`config.mk`:
```
export PLATFORM = sky130hd
export DESIGN_NAME = optical_byte_receiver
export DESIGN_NICKNAME = d
export VERILOG_FILES = /design/src/rtl/optical_byte_receiver.sv
export SDC_FILE = /design/constraint.sdc
export NUM_CORES = 1
export LEC_CHECK = 0
export ABC_AREA = 1
export CORE_ASPECT_RATIO = 0.5
export CORE_MARGIN = 2
export CORE_UTILIZATION = 30
export DETAILED_ROUTE_END_ITERATION = 10
export HOLD_SLACK_MARGIN = 0.1
export PLACE_DENSITY_LB_ADDON = 0.1
export SLEW_MARGIN = 20
export SYNTH_ARGS = -nofsm -noshare
export SYNTH_HDL_FRONTEND = slang
export SYNTH_SLANG_ARGS = --single-unit
```
`constraint.sdc`:
```
create_clock -name clk -period 6.8 [get_ports clk]
set_input_delay 1.02 -clock clk [delete_from_list [all_inputs] [get_ports clk]]
set_output_delay 1.02 -clock clk [all_outputs]
set_load 0.02 [all_outputs]
```
`src/rtl/optical_byte_receiver.sv`:
```
// Slices ADC samples, recovers 8N1 frames at OSR samples per bit and queues bytes in a show-ahead FIFO.
// Latency: byte visible one cycle after the stop-bit sample. Backpressure via dout_ready; full FIFO drops and sets overflow. Option: OPT_RX_HYST_EN.
module optical_byte_receiver #(
    parameter int DATA_W     = 8,
    parameter int OSR        = 8,
    parameter int FIFO_DEPTH = 16,
    parameter int HYST       = 4
) (
    input  logic                            clk,
    input  logic                            rst,
    input  logic [DATA_W-1:0]               level,
    input  logic [DATA_W-1:0]               din,
    input  logic                            den,
    output logic [7:0]                      dout,
    output logic                            dout_valid,
    input  logic                            dout_ready,
    output logic [$clog2(FIFO_DEPTH+1)-1:0] fifo_count,
    output logic                            overflow,
    output logic                            frame_err,
    output logic                            busy
);
    localparam int STOP_PT = OSR / 2 + 9 * OSR;
    localparam int SW      = $clog2(STOP_PT + 1);
    localparam int CW      = $clog2(FIFO_DEPTH + 1);
    localparam int AW      = $clog2(FIFO_DEPTH);

    localparam logic [SW-1:0] HALF = SW'(OSR / 2);
    localparam logic [SW-1:0] STEP = SW'(OSR);

    localparam logic [1:0] S_IDLE  = 2'd0;
    localparam logic [1:0] S_START = 2'd1;
    localparam logic [1:0] S_DATA  = 2'd2;
    localparam logic [1:0] S_STOP  = 2'd3;

    if (OSR < 4 || (OSR % 2) != 0 || FIFO_DEPTH < 2 ||
        (FIFO_DEPTH & (FIFO_DEPTH - 1)) != 0 || HYST < 0 || HYST >= 2**DATA_W) begin : g_param_check
        $error("optical_byte_receiver: illegal parameter set");
    end

    logic [1:0]    state;
    logic [SW-1:0] scnt;
    logic [SW-1:0] next_pt;
    logic [2:0]    bcnt;
    logic [7:0]    shreg;
    logic          prev_bit;
    logic          line_bit;
    logic          hit;
    logic          push_req;
    logic          push_ok;
    logic          pop;

    logic [7:0]    mem [FIFO_DEPTH];
    logic [AW-1:0] wr_ptr;
    logic [AW-1:0] rd_ptr;
    logic [CW-1:0] count;

`ifdef OPT_RX_HYST_EN
    logic [DATA_W:0]   hi_sum;
    logic [DATA_W-1:0] hi_thr;
    logic [DATA_W-1:0] lo_thr;

    // Thresholds saturate at the code range ends; inside the band the last decision is held.
    always_comb begin
        hi_sum = {1'b0, level} + (DATA_W + 1)'(HYST);
        hi_thr = hi_sum[DATA_W] ? '1 : hi_sum[DATA_W-1:0];
        lo_thr = (level < DATA_W'(HYST)) ? '0 : level - DATA_W'(HYST);
        if (din > hi_thr) begin
            line_bit = 1'b1;
        end else if (din < lo_thr) begin
            line_bit = 1'b0;
        end else begin
            line_bit = prev_bit;
        end
    end
`else
    assign line_bit = (din > level);
`endif

    // next_pt tracks the next mid-bit sample index so one comparator serves every bit.
    assign hit = (scnt == next_pt);

    always_ff @(posedge clk) begin
        if (rst) begin
            state    <= S_IDLE;
            scnt     <= '0;
            next_pt  <= HALF;
            bcnt     <= '0;
            shreg    <= '0;
            prev_bit <= 1'b1;
        end else if (den) begin
            prev_bit <= line_bit;
            case (state)
                S_IDLE: begin
                    if (prev_bit && !line_bit) begin
                        state   <= S_START;
                        scnt    <= SW'(1);
                        next_pt <= HALF;
                        bcnt    <= '0;
                    end
                end
                S_START: begin
                    scnt <= scnt + 1'b1;
                    if (hit) begin
                        if (line_bit) begin
                            state <= S_IDLE;
                        end else begin
                            state   <= S_DATA;
                            next_pt <= next_pt + STEP;
                        end
                    end
                end
                S_DATA: begin
                    scnt <= scnt + 1'b1;
                    if (hit) begin
                        shreg   <= {line_bit, shreg[7:1]};
                        next_pt <= next_pt + STEP;
                        bcnt    <= bcnt + 1'b1;
                        if (bcnt == 3'd7) begin
                            state <= S_STOP;
                        end
                    end
                end
                default: begin
                    scnt <= scnt + 1'b1;
                    if (hit) begin
                        state <= S_IDLE;
                    end
                end
            endcase
        end
    end

    assign push_req  = !rst && den && (state == S_STOP) && hit && line_bit;
    assign frame_err = !rst && den && (state == S_STOP) && hit && !line_bit;
    assign busy      = (state != S_IDLE);

    assign dout_valid = (count != '0);
    assign pop        = dout_valid && dout_ready;
    assign push_ok    = push_req && ((count != CW'(FIFO_DEPTH)) || pop);
    assign dout       = dout_valid ? mem[rd_ptr] : 8'h00;
    assign fifo_count = count;

    always_ff @(posedge clk) begin
        if (push_ok) begin
            mem[wr_ptr] <= shreg;
        end
    end

    always_ff @(posedge clk) begin
        if (rst) begin
            wr_ptr   <= '0;
            rd_ptr   <= '0;
            count    <= '0;
            overflow <= 1'b0;
        end else begin
            if (push_ok) begin
                wr_ptr <= wr_ptr + 1'b1;
            end
            if (pop) begin
                rd_ptr <= rd_ptr + 1'b1;
            end
            case ({push_ok, pop})
                2'b10:   count <= count + 1'b1;
                2'b01:   count <= count - 1'b1;
                default: count <= count;
            endcase
            if (push_req && !push_ok) begin
                overflow <= 1'b1;
            end
        end
    end
endmodule

```
# Yosys cells after proc, flatten, opt, wreduce, memory -nomap -nowiden
# Memories as Yosys holds them, arrays and structs flattened. A register that Yosys moved wholly into a read port is not among the register bits.
# Cells that the tools add are included.
# totals
reg_bits	42
latchBits	0
ramBits	128
romBits	0
inputBits	20
word_cells	80
memories	1
# op_classes
addsub	7
n_mul	0
div	0
magnitude_cmp	1
eq_ne	13
shift	0
muxes	23
n_bitwise	0
n_reduce_logical	25
# mem_list
name	depth	width	rd	rd_ports_with_merged_regs	wr	line_no	source
mem	16	8	1	1	1	52	logic [7:0] mem [FIFO_DEPTH];
# op_table
op	count
2-to-1 mux 7 bit	6
one-hot mux 7 bit (3 select lines)	1
2-to-1 mux 2 bit	6
AND reduction 6 bit	2
!= test 2 bit, second input constant	5
one-hot mux 5 bit (2 select lines)	1
logical AND 1 bit	9
adder 4 x 1 -> 4 bit, second input constant	2
> comparator 8 bit	1
2-to-1 mux 4 bit	2
2-to-1 mux 8 bit	1
nonzero test 2 bit	4
adder 7 x 1 -> 7 bit, second input constant	1
adder 7 x 4 -> 7 bit, second input constant	1
== test 7 bit	1
== test 2 bit, second input constant	3
2-to-1 mux 3 bit	2
one-hot mux 2 bit (3 select lines)	1
one-hot mux 3 bit (2 select lines)	1
adder 5 x 1 -> 5 bit, second input constant	1
!= test 5 bit, second input constant	1
nonzero test 5 bit	1
subtractor 5 x 1 -> 5 bit, second input constant	1
== test 2 x 1 -> 1 bit, second input constant	2
10 further kinds	13

# Longest topological paths before layout
# Gate-level depths: netlist of run 1.
# logic_depth
depth_word	8
mapped_depth	21
depth_no_buf	21

# Least setup slack after synthesis of run 1
# No wires, ideal clock.
# synth_path
kind	input port to flip-flop
startpoint	in level[7]
endpoint	reg count[4], in the netlist fifo_count[4]
setup_ps	115
arrival_time_ps	3166
required_ps	6685
setup_slack_ps	3519
path_stages	18
path_cell_list	inv_1 > ha_1 > nand2_1 > nor2_1 > nand2_1 > a21oi_1 > nand2_2 > nand2_2 > inv_1 > fa_1 > nand2_1 > nand2_1 > a21oi_1 > nand2_1 > nand2_1 > nand3_1 > nand2_1 > nor2_1
# synth_between
elab_chain_cells	5
# synth_rtl
item	line_no	source
start: declaration	11	input logic [DATA_W-1:0] level,
> comparator 8 bit *	76	assign line_bit = (din > level);
logical AND 1 bit *	133	assign push_req = !rst && den && (state == S_STOP) && hit && line_bit;
logical AND 1 bit *	139	assign push_ok = push_req && ((count != CW'(FIFO_DEPTH)) || pop);
== test 2 x 1 -> 1 bit / == test 2 bit (equally long branches)	162	case ({push_ok, pop})
one-hot mux 5 bit (2 select lines) / nonzero test 2 bit (equally long branches)	-	
end signal: assignment	163	2'b10: count <= count + 1'b1;
end signal: assignment	164	2'b01: count <= count - 1'b1;
end signal: assignment	165	default: count <= count;
end: declaration	55	logic [CW-1:0] count;
# Mark *: on every way between the ends. The rest lies on a longest branch, timed or not.
# A chain may end at the register's enable or synchronous reset.

==> results_dict.tcl, run 1 <==
set metrics [dict create \
    highest_layer "met4" \
    drc_errors 0 \
    ctsLongestPathBuffers 2 \
    die_h_um 116 \
    period_share_pct 62.7 \
    die_w_um 229 \
    fin_crit_ns 4.26 \
    wl_met2_um 8860 \
    clkLatencyLatePin_ns 0.43 \
    antenna_found_initial 0 \
    htreeDepth 4 \
    synth-edff-count 128 \
    wl_per_cell_um 17.5 \
    wl_met3_um 947 \
    async_flop_share_pct 0 \
    slowest_delay_ns 0.70 \
    cts_hold_buf 0 \
    path_cells "buf_4, o21ai_0, o22ai_1, nor2_1, nor2_1, o21ai_0, a21oi_1, clkdlybuf4s50_1" \
    synth_xor_area_share_pct 0.695 \
    synthAdderAreaFrac_pct 4.57 \
    synth_flop_cell "edfxtp_1" \
    syn2layout_area_growth_pct 17.6 \
    netlist_instances 732 \
    track_usage_pct 15.3 \
    peakVddDrop_mv 0.143 \
    cp_max_fo 42 \
    fmax_mhz 235 \
    ys_ff_latch 172 \
    crit_type "flip-flop to output pin" \
    slew_headroom_pct 38.7 \
    place_hpwl_um 12200 \
    holdCritPathClass "flip-flop to flip-flop" \
    post_cts_buffers 0 \
    routed_wl_um 19600 \
    p_total_w 0.00308 \
    ant_nets 0 \
    gr-total-overflow 0 \
    synth_compound_area_share_pct 12.6 \
    end_kind "output pin" \
    rsz0062_at_grt "false" \
    layout.nets 811 \
    leakage_nw 3.43 \
    synth.distinct_cells 37 \
    port_buffers 36 \
    synth_top_family_by_area "simple AND/OR/NAND/NOR gates" \
    finalNonFillerCells 1120 \
    clock-sinks 172 \
    cpMaxStageDelayCell "dfxtp_2" \
    fill_cells 2533 \
    num_vias 5259 \
    setup_viol 0 \
    crit_arrival_ns 3.24 \
    utilization_pct 35.6 \
    slew_violations 0 \
    avgSynthCellArea_um2 10.3 \
    grt_max_degree 65 \
    ctsResizeCount 0 \
    dpl.cell_count 1089 \
    p_per_area_mw_per_mm2 346 \
    grt_pass1_wl_um 30400 \
    cts_tree "built" \
    synth_simple_gate_area_share_pct 15.5 \
    dr.pass1.iters 4 \
    vias_per_cell 4.70 \
    placed_area_mm2 0.00828 \
    skew_ns 0.00939 \
    cap_violations 0 \
    seqCellArea_mm2 0.00473 \
    pin_count 37 \
    dieArea_mm2 0.0266 \
    grt_pass1_vias 5174 \
    rows 41 \
    start_util_pct 30.3 \
    final_hold_viol_count 0 \
    place.gp.congestion 0.770 \
    core_mm2 0.0250 \
    critPathLaunchType "flip-flop" \
    status "finished clean" \
    finalSetupTns_ns 0 \
    route.layer.met1.wl_um 9590 \
    cts_buffers 17 \
    antenna_cells 0 \
    synthMuxAreaShare_pct 0 \
    syn-cell-area_mm2 0.00756 \
    worstMarginPinSlew_ns 0.916 \
    yosys_warnings 0 \
    required_ns 5.78 \
    ys_seq_area_share_pct 62.5 \
    multi_input_area_mm2 0.00252 \
    drive_above_1_share_pct 7.99 \
    first_iter_violations 402 \
    clk_pin_slew_ns 0.07 \
    final_cell_area_mm2 0.00889 \
    root_buffer "clkbuf_16" \
    syn-num-nets 779 \
]
==> sequential cells by signal, summed over array words and instances, names as in the netlist, 3 cells and up, named ones only <==
name	cells
scnt	7
shreg	8
mem	128
wr_ptr	4
rd_ptr	4
bcnt	3
next_pt	5
fifo_count	5
==> cell usage after synthesis, types with 2 or more instances <==
| master | instances | area (µm²) |
|---|---|---|
| nor2_1 | 147 | 552 |
| edfxtp_1 | 128 | 3840 |
| o21ai_0 | 86 | 430 |
| nand2_1 | 84 | 315 |
| inv_1 | 48 | 180 |
| dfxtp_1 | 44 | 881 |
| a21oi_1 | 34 | 170 |
| ha_1 | 26 | 325 |
| clkbuf_1 | 24 | 90.1 |
| nand3_1 | 23 | 115 |
| o221ai_1 | 20 | 175 |
| o22ai_1 | 12 | 75.1 |
| inv_2 | 6 | 22.5 |
| xor2_1 | 6 | 52.6 |
| nand4_1 | 5 | 31.3 |
| o21ai_1 | 5 | 25.0 |
| buf_2 | 3 | 15.0 |
| nand2_2 | 3 | 18.8 |
| nor2_2 | 3 | 18.8 |
| nor2_4 | 3 | 33.8 |
| nor3_1 | 3 | 15.0 |
| a21oi_2 | 2 | 17.5 |
| clkinv_1 | 2 | 7.51 |
| nand3_2 | 2 | 20.0 |
==> where the power goes <==
| group | total, W | internal [W] | switching, W |
|---|---|---|---|
| sequential | 0.00120 | 0.00115 | 0.0000534 |
| combinational | 0.000865 | 0.000314 | 0.000550 |
| clock | 0.00101 | 0.000584 | 0.000429 |
==> cell usage in the layout (no fill, tap or decap), types with 23 or more instances in the layout <==
cell	n
a21oi_1	34
clkdlybuf4s50_1	36
dfxtp_1	43
edfxtp_1	128
ha_1	26
inv_1	47
nand2_1	84
nand3_1	23
nor2_1	147
o21ai_0	86
==> metrics by stage <==
step           hold slack, ns  worst slack, ns
4_1_cts                 0.473             2.47
3_3_place_gp            0.453             2.54
5_1_grt                 0.503             2.29
6_report                0.469             2.54
3_5_place_dp            0.463             2.63
2_1_floorplan           0.436             3.52
==> worst paths after layout <==
check	start	to	slack (ns)	depth (start not counted)
hold / removal	bcnt[1]$_SDFFE_PP0P_	bcnt[1]$_SDFFE_PP0P_	0.47	2
setup / recovery	flip-flop	dout[1]	2.54	8
setup reg to reg	scnt[0]$_SDFFE_PP0P_	fifo_count[4]$_SDFFE_PP0P_	4.11	18
hold reg to reg	bcnt[1]$_SDFFE_PP0P_	bcnt[1]$_SDFFE_PP0P_	0.47	2
==> per-layer routing <==
metal	track usage, %	up-vias
met3	3.13	14
li1	-	2628
met5	0	-
met2	25.5	95
met4	3.88	0
met1	20.7	2522
==> cell families (layout without fill, tap and decap cells) <==
| group | after synthesis | count (layout) |
|---|---|---|
| and+or+nand+nor | 277 | 277 |
| DFF | 172 | 172 |
| AOI/OAI and AO/OA | 166 | 166 |
| buffers and inverters | 84 | 128 |
| adders and majority gates | 27 | 27 |
| xor gates and xnor gates | 6 | 6 |
==> critical path, delay by kind of cell, from the launching register on <==
family	cells	cell delay, ns
compound gates	4	0.70
buf+inv	2	1.12
flops	1	0.70
simple gates	2	0.25
==> layout make-up <==
| class | instances | area share (%) |
|---|---|---|
| Clock inverter | 14 | 2.04 |
| Tap cell | 344 | 4.84 |
| Sequential cell | 172 | 53.2 |
| Inverter | 56 | 2.36 |
| Clock buffer | 17 | 4.78 |
| Multi-Input combinational cell | 476 | 28.3 |
| Timing Repair Buffer | 41 | 4.48 |
Note: power is estimated with default switching activity, not from simulation.
==> run 2, diff against run 1 <==
Clock period 6.8 ns to 3.6 ns, I/O delays scaled along.
==> run 2 against run 1 <==
Total power grew 82%. Clock skew increased by 0.0017 ns. Sequential cell count unchanged. Utilization up 0.46 points. Critical path depth is 3 higher. Largest power group unchanged. First-iteration DRC count down 31%. Clock power is 68% higher. Clock-buffer cell count up 3. Setup slack worse by 2.3 ns. Wire length is 4.5% lower. Combinational power rose by 92%. Via count grew 0.49%.
==> results_dict.tcl, run 2 (synthesized netlist as in run 1, its figures left out) <==
set metrics [dict create \
    post_cts_buffers 0 \
    ctsLongestPathBuffers 2 \
    reg.largest.list "mem: 128 flops, shreg: 8 flops, scnt: 7 flops" \
    die_w_um 229 \
    track_usage_pct 14.6 \
    gr-total-overflow 0 \
    pin_count 37 \
    ctsResizeCount 0 \
    regMostFlops "mem" \
    grt_pass1_wl_um 29000 \
    syn2layout_area_growth_pct 19.1 \
    layout.nets 833 \
    cap_violations 0 \
    clock-sinks 172 \
    routed_wl_um 18700 \
    skew_ns 0.0111 \
    reg2reg_from "scnt[0]$_SDFFE_PP0P_" \
    final_cell_mix "nor2_1 (147), edfxtp_1 (128), o21ai_0 (86), nand2_1 (84), inv_1 (48)" \
    worstRegToRegCells 18 \
    p_per_area_mw_per_mm2 623 \
    dieArea_mm2 0.0266 \
    grt.met1_usage_pct 19.7 \
    final_hold_viol_count 0 \
    htreeDepth 4 \
    antenna_cells 0 \
    holdCritPathClass "flip-flop to flip-flop" \
    end_kind "output pin" \
    finalSetupTns_ns 0 \
    setup_viol 0 \
    slew_headroom_pct 46.2 \
    status "finished clean" \
    rsz0062_at_grt "false" \
    finalNonFillerCells 1142 \
    clkLatencyLatePin_ns 0.43 \
    largest_register_ff_count 128 \
    start_util_pct 30.3 \
    fin_crit_ns 3.35 \
    cp_max_fo 4 \
    num_vias 5285 \
    grtUsageMet3_pct 2.78 \
    place.gp.congestion 0.766 \
    grt_max_degree 65 \
    clk_pin_slew_ns 0.06 \
    worstHoldStart "bcnt[1]$_SDFFE_PP0P_" \
    final_common_cell "nor2_1" \
    dr.pass1.iters 4 \
    cts_buffers 17 \
    leakage_nw 3.50 \
    vias_per_cell 4.63 \
    critPathLaunchType "input pin" \
    core_mm2 0.0250 \
    hold_end "bcnt[1]$_SDFFE_PP0P_" \
    die_h_um 116 \
    dpl.cell_count 1111 \
    drc_errors 0 \
    place_hpwl_um 12000 \
    cts_hold_buf 0 \
    ant_nets 0 \
    whs_path_depth 2 \
    cts_tree "built" \
    wl_per_cell_um 16.4 \
    antenna_found_initial 0 \
    r2r_slack_ns 0.98 \
    rows 41 \
    crit_type "input pin to output pin" \
    root_buffer "clkbuf_16" \
    top_usage_layer "met2" \
    peakVddDrop_mv 0.268 \
    worstMarginPinSlew_ns 0.805 \
    drive_above_1_share_pct 9.77 \
    grt_pass1_vias 5073 \
    slew_violations 0 \
    timing.rr.end "fifo_count[4]$_SDFFE_PP0P_" \
    period_share_pct 93.0 \
    fill_cells 2524 \
    required_ns 3.06 \
    port_buffers 36 \
    met2_usage_pct 24.2 \
    crit_arrival_ns 2.81 \
    fmax_mhz 299 \
    first_iter_violations 277 \
]
-- run 2: metrics by stage --
stage | total power (W) | hold WS [ns] | instance area [µm²] | setup WS [ns] | utilization (%)
final | 0.00561 | 0.467 | 9010 | 0.253 | 36.0
after global routing | 0.00594 | 0.496 | 9010 | 0.105 | 36.0
after CTS | 0.00569 | 0.471 | 9000 | 0.0345 | 36.0
after detailed placement | 0.00398 | 0.462 | 8470 | 0.101 | 33.9
after global placement | 0.00398 | 0.452 | 8470 | 0.159 | 33.9
after floorplan | 0.00331 | 0.436 | 7560 | 0.799 | -
-- run 2: worst max path at each step --
stage / start / endpoint / cells past startpoint
2_1_floorplan: level[7] / fifo_count[4]$_SDFFE_PP0P_ / 18
3_3_place_gp: level[7] / fifo_count[4]$_SDFFE_PP0P_ / 19
3_5_place_dp: level[7] / fifo_count[4]$_SDFFE_PP0P_ / 19
4_1_cts: flip-flop / dout[1] / 6
5_1_grt: level[7] / frame_err / 11
6_report: level[7] / frame_err / 11
-- run 2: worst max-delay path: stages --
cell and delay, ns:
clkdlybuf4s50_1 0.45, inv_1 0.04, ha_1 0.28, nand2_1 0.07, nor2_1 0.16, nand4_1 0.13
inv_1 0.07, a21oi_1 0.08, buf_4 0.17, nor3_1 0.16, clkdlybuf4s50_1 0.66
-- run 2: routing by layer --
layer	vias up	routed length, µm
li1	2658	-
met1	2537	9400
met2	76	8560
met3	14	512
met4	0	200
met5	-	0
-- run 2: cell type report --
class	count	area, µm²	area share, %
Sequential cell	172	4730	52.5
Multi-Input combinational cell	476	2520	28.0
Clock buffer	20	437	4.85
Clock inverter	11	93.8	1.04
Timing Repair Buffer	63	588	6.53
Tap cell	344	430	4.78
Inverter	56	210	2.33
-- run 2: report_power, final --
part | switching, W | internal [W] | total, W
Sequential | 0.0000902 | 0.00217 | 0.00226
Combinational | 0.00103 | 0.000625 | 0.00166
Clock | 0.000755 | 0.000943 | 0.00170
Total | 0.00188 | 0.00373 | 0.00561
